==> src/rtl/lights_pkg.sv <==
// Shared definitions for the 24-bit RGB light bus: field slices, PWM step count
// and the colour-code bit order used by the colour converter and its inverse.
package lights_pkg;
   localparam int CH_W  = 8;
   localparam int R_MSB = 23;
   localparam int G_MSB = 15;
   localparam int B_MSB = 7;

   localparam int PWM_STEPS = 255;
   localparam logic [CH_W-1:0] CNT_LAST = CH_W'(PWM_STEPS - 1);

   // Colour-code bit positions; also used as channel indices inside the driver.
   localparam int CC_R = 2;
   localparam int CC_G = 1;
   localparam int CC_B = 0;
   localparam int NUM_CH = 3;

   typedef logic [CH_W-1:0] chan_t;

   function automatic logic chan_is_exact(input chan_t c);
      return (c == '0) || (c == '1);
   endfunction
endpackage

==> src/rtl/rgb_pwm_driver_pwm_channel.sv <==
// One PWM colour channel: duty register latched at period boundaries and a
// registered compare against the shared step counter.
module pwm_channel
   import lights_pkg::*;
(
   input  logic  clk,
   input  logic  rst,
   input  logic  i_en,
   input  logic  i_load,
   input  chan_t i_level,
   input  chan_t i_cnt,
   output logic  o_led
);
   chan_t r_duty;
   logic  r_led;

   // The compare uses the pre-edge duty, so a load edge still finishes the old period.
   always_ff @(posedge clk or posedge rst) begin
      if (rst) begin
         r_duty <= '0;
         r_led  <= 1'b0;
      end else begin
         if (i_load) r_duty <= i_level;
         r_led <= i_en && (i_cnt < r_duty);
      end
   end

   assign o_led = r_led;
endmodule

==> src/rtl/rgb_pwm_driver.sv <==
// RGB LED PWM driver: prescaler, 255-step counter, boundary-only light latching
// and the inverse colour-code decoder, feeding three pwm_channel instances.
module rgb_pwm_driver
   import lights_pkg::*;
#(
   parameter int unsigned DIV = 4
) (
   input  logic        clk,
   input  logic        rst,
   input  logic        enable,
   input  logic [23:0] light,
   output logic        led_r,
   output logic        led_g,
   output logic        led_b,
   output logic        period_start,
   output logic [2:0]  colour_code,
   output logic        code_exact
);
   localparam logic [15:0] PRE_LAST = 16'(DIV - 1);

   logic [15:0]              r_pre;
   chan_t                    r_cnt;
   logic                     r_en_d;
   logic                     r_period_start;
   logic [2:0]               r_code;
   logic                     r_exact;
   logic [NUM_CH-1:0][CH_W-1:0] w_level;
   logic [NUM_CH-1:0]        w_led;
   logic [2:0]               w_code;
   logic                     w_exact;
   logic                     w_tick;
   logic                     w_load;

   assign w_level[CC_R] = light[R_MSB -: CH_W];
   assign w_level[CC_G] = light[G_MSB -: CH_W];
   assign w_level[CC_B] = light[B_MSB -: CH_W];

   assign w_tick = (r_pre == PRE_LAST);
   // A fresh enable always reloads, so a disabled wrap can never latch anything.
   assign w_load = enable && (!r_en_d || (w_tick && (r_cnt == CNT_LAST)));

   always_comb begin
      w_code  = '0;
      w_exact = 1'b1;
      for (int i = 0; i < NUM_CH; i++) begin
         w_code[i] = |w_level[i];
         w_exact   = w_exact && chan_is_exact(w_level[i]);
      end
   end

   always_ff @(posedge clk or posedge rst) begin
      if (rst) begin
         r_pre          <= '0;
         r_cnt          <= '0;
         r_en_d         <= 1'b0;
         r_period_start <= 1'b0;
         r_code         <= '0;
         r_exact        <= 1'b0;
      end else if (!enable) begin
         r_pre          <= '0;
         r_cnt          <= '0;
         r_en_d         <= 1'b0;
         r_period_start <= 1'b0;
      end else begin
         r_en_d         <= 1'b1;
         r_period_start <= w_load;
         if (w_load) begin
            r_pre   <= '0;
            r_cnt   <= '0;
            r_code  <= w_code;
            r_exact <= w_exact;
         end else if (w_tick) begin
            r_pre <= '0;
            r_cnt <= r_cnt + 1'b1;
         end else begin
            r_pre <= r_pre + 16'd1;
         end
      end
   end

   for (genvar gi = 0; gi < NUM_CH; gi++) begin : g_ch
      pwm_channel u_ch (
         .clk     (clk),
         .rst     (rst),
         .i_en    (enable),
         .i_load  (w_load),
         .i_level (w_level[gi]),
         .i_cnt   (r_cnt),
         .o_led   (w_led[gi])
      );
   end

   assign led_r        = w_led[CC_R];
   assign led_g        = w_led[CC_G];
   assign led_b        = w_led[CC_B];
   assign period_start = r_period_start;
   assign colour_code  = r_code;
   assign code_exact   = r_exact;
endmodule

==> config.mk <==
export PLATFORM = sky130hd
export DESIGN_NAME = rgb_pwm_driver
export DESIGN_NICKNAME = d
export VERILOG_FILES = /design/src/rtl/lights_pkg.sv /design/src/rtl/rgb_pwm_driver_pwm_channel.sv /design/src/rtl/rgb_pwm_driver.sv
export SDC_FILE = /design/constraint.sdc
export NUM_CORES = 1
export LEC_CHECK = 0
export CORE_ASPECT_RATIO = 0.6
export CORE_MARGIN = 4
export CORE_UTILIZATION = 25
export CTS_BUF_LIST = sky130_fd_sc_hd__clkbuf_16
export DETAILED_ROUTE_END_ITERATION = 8
export GPL_TIMING_DRIVEN = 0
export PLACE_DENSITY_LB_ADDON = 0.15
export SYNTH_ARGS = -nofsm -noshare
export SYNTH_HDL_FRONTEND = slang
export SYNTH_HIERARCHICAL = 1
export SYNTH_SLANG_ARGS = --single-unit
==> constraint.sdc <==
create_clock -name clk -period 4.9 [get_ports clk]
set_input_delay 0.49 -clock clk [delete_from_list [all_inputs] [get_ports clk]]
set_output_delay 0.49 -clock clk [all_outputs]
set_load 0.02 [all_outputs]
Yosys cells after proc, flatten, opt, wreduce, memory -nomap -nowiden
Index checks and enable logic that the tools add are counted.
Operators by class
  $add $sub $neg: 2
  magnitude comparators: 3
  equal/unequal tests: 6
  muxes and demuxes: 8
  reduce and logical (&&, ||, !) cells: 19
Operators by type and width (number)
  $mux 16: 3
  $eq 8x8->1 const B: 4
  $logic_not 8->1: 3
  $lt 8x8->1: 3
  $mux 8: 3
  $reduce_or 8->1: 3
  $add 16x1->16 const B: 1
  $eq 16x2->1 const B: 1
  $add 8x1->8 const B: 1
  $logic_and 1x1->1: 7
  $logic_or 1x1->1: 4
  $ne 3x1->1 const B: 1
  $mux 1: 2
  $reduce_and 2->1: 1
  $logic_not 1->1: 1
Word-level totals
  register bits after elaboration: 57
  input port bits: 27
  output and inout bits: 8
  word-level logic and storage cells: 50

Longest topological paths before layout
Gate-level depths: netlist (run 1).
  depth in word-level cells: 6
  mapped depth: 8
  depth with buffers taken out: 7

Modules after synthesis
Netlist (run 1), hierarchy kept.
Modules (own cells, without submodules)
  rgb_pwm_driver: times used 1, cells each 165, area an instance 1624.1 µm², sequential area each 750.7 µm²
  pwm_channel: times used 3, cells each 52, area an instance 493.0 µm², sequential area each 225.2 µm²

Least setup slack after synthesis (run 1)
No wires, ideal clock.
  kind: register -> register
  start: reg r_pre[0]
  end: reg g_ch[0].u_ch.r_duty[0]
  setup time: 0.125 ns
  arrival time: 2.075 ns
  required time: 4.775 ns
  setup slack: 2.700 ns
  cell stages (with the launch flop): 6
  path buffers: 0
  clock period less this slack: 2.200 ns
  path through: dfrtp_1 -> ha_1 -> nor4b_2 -> nand4_2 -> o31ai_4 -> mux2_2
Between the ends
  cells in the longest elaborated chain, start to end: 4
RTL lines
  start: declaration: line rgb_pwm_driver.sv:21  | logic [15:0] r_pre;
  start signal: assignment: line rgb_pwm_driver.sv:76  | r_pre <= r_pre + 16'd1;
  $eq 16x2->1: line rgb_pwm_driver.sv:38  | assign w_tick = (r_pre == PRE_LAST);
  $logic_and 1x1->1: line rgb_pwm_driver.sv:40  | assign w_load = enable && (!r_en_d || (w_tick && (r_cnt == CNT_LAST)));
  $logic_or 1x1->1: line rgb_pwm_driver.sv:40
  $logic_and 1x1->1: line rgb_pwm_driver.sv:40
  via w_load: line rgb_pwm_driver.sv:32  | logic w_load;
  end signal: assignment: line rgb_pwm_driver_pwm_channel.sv:23  | if (i_load) r_duty <= i_level;
  end: declaration: line rgb_pwm_driver_pwm_channel.sv:14  | chan_t r_duty;
The timed path passes the listed nets, and every way through them passes these cells.
A chain may end at the register's enable or synchronous reset.

Worst setup path after layout (run 1)
  start: reg r_pre[0]
  end: reg g_ch[1].u_ch.r_duty[3]
Between the ends
  cells in the longest elaborated chain, start to end: 4
RTL lines (line)
  $eq 16x2->1: rgb_pwm_driver.sv:38
  $logic_and 1x1->1: rgb_pwm_driver.sv:40
  $logic_or 1x1->1: rgb_pwm_driver.sv:40
  $logic_and 1x1->1: rgb_pwm_driver.sv:40
  via w_load: rgb_pwm_driver.sv:32
  end signal: assignment: rgb_pwm_driver_pwm_channel.sv:23
  end: declaration: rgb_pwm_driver_pwm_channel.sv:14
The timed path passes the listed nets, and every way through them passes these cells.

==> run_results.csv, run 1 <==
group,metric,value,unit
status,status,"finished clean",
sta,finalClockSkew,0.00673,ns
cells_and_area,finish.utilization,32.9,%
synth,syn_inst,321,
cells_and_area,final_nets,417,
clock_tree,cts_tree,"done",
drt,post_drt_wl_per_cell,14.3,um
critical_path,crit_arrival,2.97,ns
synth,synth.ff_latch_count,57,
global_route,grt_pass1_wl,13.2,mm
drt,m1WireLength,4.45,mm
drt,ant_nets,0,
global_route,grt_pass1_vias,2551,
cells_and_area,final_common_cell,"dfrtp_1",
die,start_util,25.6,%
pwr,max-vdd-ir-drop,170,uV
worst_hold_path,hold_class,"flop to flop",
sta,rsz0062_at_grt,"false",
placed_design,dp_hpwl,5.70,mm
sta,max_freq,0.361,GHz
synth,yosysSeqAreaShare,46.0,%
global_route,grt_max_degree,31,
clock_tree,clock_path_buffers,2,
clock_tree,cts.sinks,57,
clock_tree,clock_latency,0.33,ns
sta,min_period,2.77,ns
critical_path,crit_required,5.10,ns
drt,routed_wl,7.67,mm
drt,drt_iter0_drc,131,
sta,finalSetupViolations,0,
clock_tree,holdBufCountCts,0,
clock_tree,numCtsBuffers,9,
sta,drv_slew,0,
clock_tree,post_cts_resize_count,0,
sta,fin_tns_setup,0,ns
cells_and_area,diodes,0,
clock_tree,cts_htree_levels,3,
drt,vias_per_cell,4.53,
clock_tree,post-cts-setup-buffers,0,
global_route,grt_overflow,0,
sta,hold_viol_final,0,
pwr,p_per_area,339,nW/um2
die,dieArea,14300,um2
critical_path,crit_fanout,23,
critical_path,path_class,"flop to flop",
die,ios,35,
pwr,p_total,1.35,mW
critical_path,crit_path_start_kind,"flop",
synth,syn_avg_cell_area,9.67,um2
flow_run,maxCapViolCount,0,
sta,hold_slack,0.484,ns
sta,worst_slew_pin_slew,1.04,ns
sta,min_period_over_period,56.5,%
clock_tree,cts.clk_slew.worst_paths,0.05,ns
die,chipWidth,152,um
global_route,track_usage,11.8,%
cells_and_area,drive_above_1_share,11.6,%
die,rows,31,
drt,drcViolationCount,0,
die,core-area,12100,um2
global_route,antenna_found_initial,0,
synth,ys.warnings.count,6,
drt,route.met3.wl,268,um
placed_design,place_congestion,0.737,
clock_tree,cts_root_buf,"clkbuf_16",
cells_and_area,final_cell_mix,"57 x dfrtp_1, 39 x o21ai_0, 37 x nand2_1",
placed_design,portBuffers,34,
drt,route.met2.wl,2.84,mm
synth,syn-num-nets,372,
sta,max_slew_margin,30.5,%
cells_and_area,areaGrowthSynthToFinish,28.4,%
die,die_y,94.3,um
synth,synthesis.area,3100,um2
synth,ys_types,41,
pwr,leakage,1.64,nW
drt,first_pass_iters,4,
drt,highest-signal-layer,"met4",
critical_path,worstSetupEndpointType,"flop",
drt,dr_total_vias,2427,
## synthesized netlist by cell type, drive strengths merged
cell     count  area share (%)
and4         1            0.32
nand2b       1            0.20
o311ai       2            0.56
a41oi        1            0.28
nor2b        6             1.2
a222oi       1            0.32
inv         29             3.5
a211oi       6             1.9
nor4        12             3.1
buf          4            0.89
or2          5             1.0
nand4       16             3.4
dfrtp       57              46
or4          1            0.24
o31ai        2            0.93
nor3         1            0.16
nor2        20             2.4
and2         3            0.60
nor4b        1            0.48
o21ai       42             6.8
a21oi       10             1.6
xnor2        5             1.4
a41o         1            0.36
nand3        8             1.3
o21a         2            0.48
o2bb2ai      1            0.28
ha          24             9.7
or3          8             1.8
and3         1            0.20
mux2         7             2.5
clkbuf       1            0.12
nand2       37             4.5
xor2         5             1.4
## cells by family after synthesis
family | Yosys count | synth area share, %
fa+ha+maj | 24 | 9.68
mux | 7 | 2.54
xor+xnor | 10 | 2.82
flops | 57 | 46.0
compound gates | 68 | 13.5
buf+inv | 34 | 4.52
simple gates | 121 | 20.9
## final timing paths
path,startpoint,slack [ns],to,cells past startpoint
worst max-delay path,r_pre[0],2.13,g_ch[1].u_ch/r_duty[3],6
worst min-delay path,r_pre[0],0.48,r_pre[0],1
worst max register to register,r_pre[0],2.13,g_ch[1].u_ch/r_duty[3],6
worst min register to register,r_pre[0],0.48,r_pre[0],1
max in group asynchronous,rst,3.70,r_pre[3],2
min in group asynchronous,rst,0.58,g_ch[2].u_ch/o_led,2
## registers in the layout (all words and copies together), names as in the netlist
name              cells
g_ch.u_ch/r_duty     24
r_pre                16
r_cnt                 8
colour_code           3
g_ch.u_ch/o_led       3
code_exact            1
period_start          1
r_en_d                1
## report_power, final
part	internal [mW]	total, mW	switching, mW	leakage, nW
clock	0.491	0.710	0.218	0.167
combinational	0.0557	0.130	0.0747	0.746
sequential	0.500	0.508	0.00841	0.728
## stage by stage
stage | setup slack, ns | instances | cell area, um2
2_1_floorplan | 2.70 | 321 | 3100
6_report | 2.13 | 536 | 3980
3_5_place_dp | 2.13 | 520 | 3650
4_1_cts | 2.12 | 536 | 3980
5_1_grt | 1.88 | 536 | 3980
3_3_place_gp | 2.11 | 520 | 3650
## layer usage
metal	vias up	track usage, %
li1	1232	-
met1	1139	17.7
met2	44	15.7
met3	12	3.27
met4	0	4.71
met5	-	0
## layout make-up
cell class                 instances  area, um2
buffer                             5       31.3
clock inverter                     7        109
inverter                          29        109
clock buffer                       9        225
timing repair buffer              34        340
fill                            1282       8120
tap                              165        206
sequential                        57       1430
multi-input combinational        230       1540
## worst max-delay path: stages (launching register included)
cell and delay (ns):
dfrtp_1 0.38, ha_1 0.21, nor4b_2 0.38, nand4_2 0.31
o31ai_4 0.94, buf_4 0.31, o21ai_0 0.11
Power figures use the tool's default switching activity.
==> run 2, diff against run 1 <==
==> constraint.sdc (replaced) <==
create_clock -name clk -period 2.8 [get_ports clk]
set_input_delay 0.28 -clock clk [delete_from_list [all_inputs] [get_ports clk]]
set_output_delay 0.28 -clock clk [all_outputs]
set_load 0.02 [all_outputs]
==> run 2 against run 1 <==
Compared with the run above: clock power up 75%; sequential share of layout area down 0.37 points; largest cell class unchanged; clock skew about the same; highest routed layer unchanged; critical path type unchanged; sequential cell count unchanged; critical path depth down 1; via count up 1.7%.
==> run_results.csv, run 2 (synthesis gave the netlist of run 1 again) <==
group,metric,value,unit
sta,max_slew_margin,52.1,%
pwr,power_frac_seq,37.6,%
clock_tree,clock_path_buffers,2,
critical_path,r2r_cells,5,
clock_tree,cts.sinks,57,
pwr,leakage,1.65,nW
cells_and_area,diodes,0,
clock_tree,cts.clk_slew.worst_paths,0.05,ns
critical_path,reg2reg_to,"g_ch[0].u_ch/r_duty[7]",
critical_path,path_class,"flop to flop",
clock_tree,clock_latency,0.33,ns
drt,routed_wl,8.01,mm
die,core-area,12100,um2
clock_tree,holdBufCountCts,0,
die,chipWidth,152,um
critical_path,crit_required,2.98,ns
cells_and_area,final_cell_mix,"57 x dfrtp_1, 39 x o21ai_0, 37 x nand2_1",
worst_hold_path,hold_class,"input port to async pin",
die,dieArea,14300,um2
die,start_util,25.6,%
placed_design,portBuffers,34,
sta,min_period,2.32,ns
critical_path,worstSetupEndpointType,"flop",
clock_tree,cts_root_buf,"clkbuf_16",
critical_path,crit_arrival,2.49,ns
pwr,p_comb_share,10.0,%
placed_design,place_congestion,0.737,
pwr,max-vdd-ir-drop,299,uV
cells_and_area,final_common_cell,"dfrtp_1",
global_route,antenna_found_initial,0,
cells_and_area,largest_register_ffs,24,
die,ios,35,
sta,finalClockSkew,0.00693,ns
sta,worst_slew_pin_slew,0.717,ns
global_route,track_usage,11.8,%
global_route,grt_pass1_wl,13.2,mm
critical_path,worstReg2RegStart,"r_pre[0]",
die,die_y,94.3,um
die,rows,31,
cells_and_area,drive_above_1_share,12.1,%
clock_tree,numCtsBuffers,9,
pwr,clkPwrFrac,52.5,%
global_route,grt_max_degree,31,
sta,hold_slack,0.370,ns
drt,ant_nets,0,
sta,finalSetupViolations,0,
drt,first_pass_iters,4,
drt,drcViolationCount,0,
cells_and_area,final_nets,419,
cells_and_area,top_register,"g_ch.u_ch/r_duty",
cells_and_area,reg_top3,"g_ch.u_ch/r_duty (24), r_pre (16), r_cnt (8)",
sta,hold_viol_final,0,
clock_tree,cts_tree,"done",
sta,max_freq,0.432,GHz
pwr,p_sw,0.534,mW
placed_design,dp_hpwl,5.70,mm
cells_and_area,areaGrowthSynthToFinish,29.7,%
drt,post_drt_wl_per_cell,14.9,um
flow_run,maxCapViolCount,0,
pwr,power.share.switching,22.5,%
clock_tree,cts_htree_levels,3,
critical_path,crit_fanout,11,
status,status,"finished clean",
drt,vias_per_cell,4.59,
global_route,grt_pass1_vias,2551,
critical_path,rrSetupSlack,0.48,ns
drt,drt_iter0_drc,160,
sta,drv_slew,0,
critical_path,crit_path_start_kind,"flop",
cells_and_area,fill_cells,1279,
drt,dr_total_vias,2469,
sta,fin_tns_setup,0,ns
pwr,p_per_area,589,nW/um2
pwr,intPower,1.84,mW
global_route,grt_overflow,0,
sta,rsz0062_at_grt,"false",
sta,min_period_over_period,82.7,%
==> run 2: final cells by class <==
cell class	instances	area, um2	area share [%]
tap	165	206	5.13
clock buffer	9	225	5.60
clock inverter	7	109	2.70
sequential	57	1430	35.4
multi-input combinational	231	1560	38.7
timing repair buffer	35	360	8.95
buffer	5	31.3	0.777
inverter	29	109	2.70
==> run 2: per-stage QoR <==
step / total power [mW] / area (um2) / setup WS [ns] / std cells / utilization, %
after global routing: 2.49 / 4030 / 0.267 / 538 / 33.3
after global placement: 1.13 / 3650 / 0.0274 / 520 / 30.2
after detailed placement: 1.14 / 3650 / 0.0282 / 520 / 30.2
final: 2.37 / 4030 / 0.484 / 538 / 33.3
after CTS: 2.40 / 3980 / 0.0182 / 536 / 32.9
after floorplan: 1.03 / 3100 / 0.600 / 321 / -
==> run 2: critical path, cell delays in order, from the launching register on <==
cell and delay (ns):
dfrtp_1 0.38, ha_1 0.21, nor4b_2 0.38, nand4_2 0.38
o31ai_4 0.62, o21ai_0 0.19
==> run 2: what timing repair did <==
action,CTS,global route
setup buffers,0,1
resized for setup,0,1
hold endpoints to repair,0,0
setup endpoints to repair,0,28
==> run 2: worst max-delay path by stage <==
stage / start / end / depth (start not counted)
floorplan: r_pre[0] / g_ch[0].u_ch/r_duty[0] / 5
global placement: r_pre[0] / colour_code[2] / 5
detailed placement: r_pre[0] / g_ch[0].u_ch/r_duty[7] / 7
CTS: r_pre[0] / g_ch[0].u_ch/r_duty[7] / 7
global route: r_pre[0] / g_ch[0].u_ch/r_duty[7] / 5
finish: r_pre[0] / g_ch[0].u_ch/r_duty[7] / 5
==> run 2: metal layers <==
metal | vias up | share of wire [%] | track usage, %
li1 | 1242 | - | -
met2 | 56 | 37 | 15.7
met1 | 1159 | 57 | 17.7
met3 | 12 | 5.2 | 3.27
met4 | 0 | 1.3 | 4.71
met5 | - | 0 | 0
==> run 2: power by group through the flow <==
stage | Clock (mW) | Sequential [mW] | Combinational [mW]
after global placement | 0 | 0.904 | 0.227
after detailed placement | 0 | 0.905 | 0.232
after floorplan | 0 | 0.905 | 0.127
final | 1.24 | 0.890 | 0.236
after CTS | 1.28 | 0.890 | 0.233
after global routing | 1.32 | 0.895 | 0.271
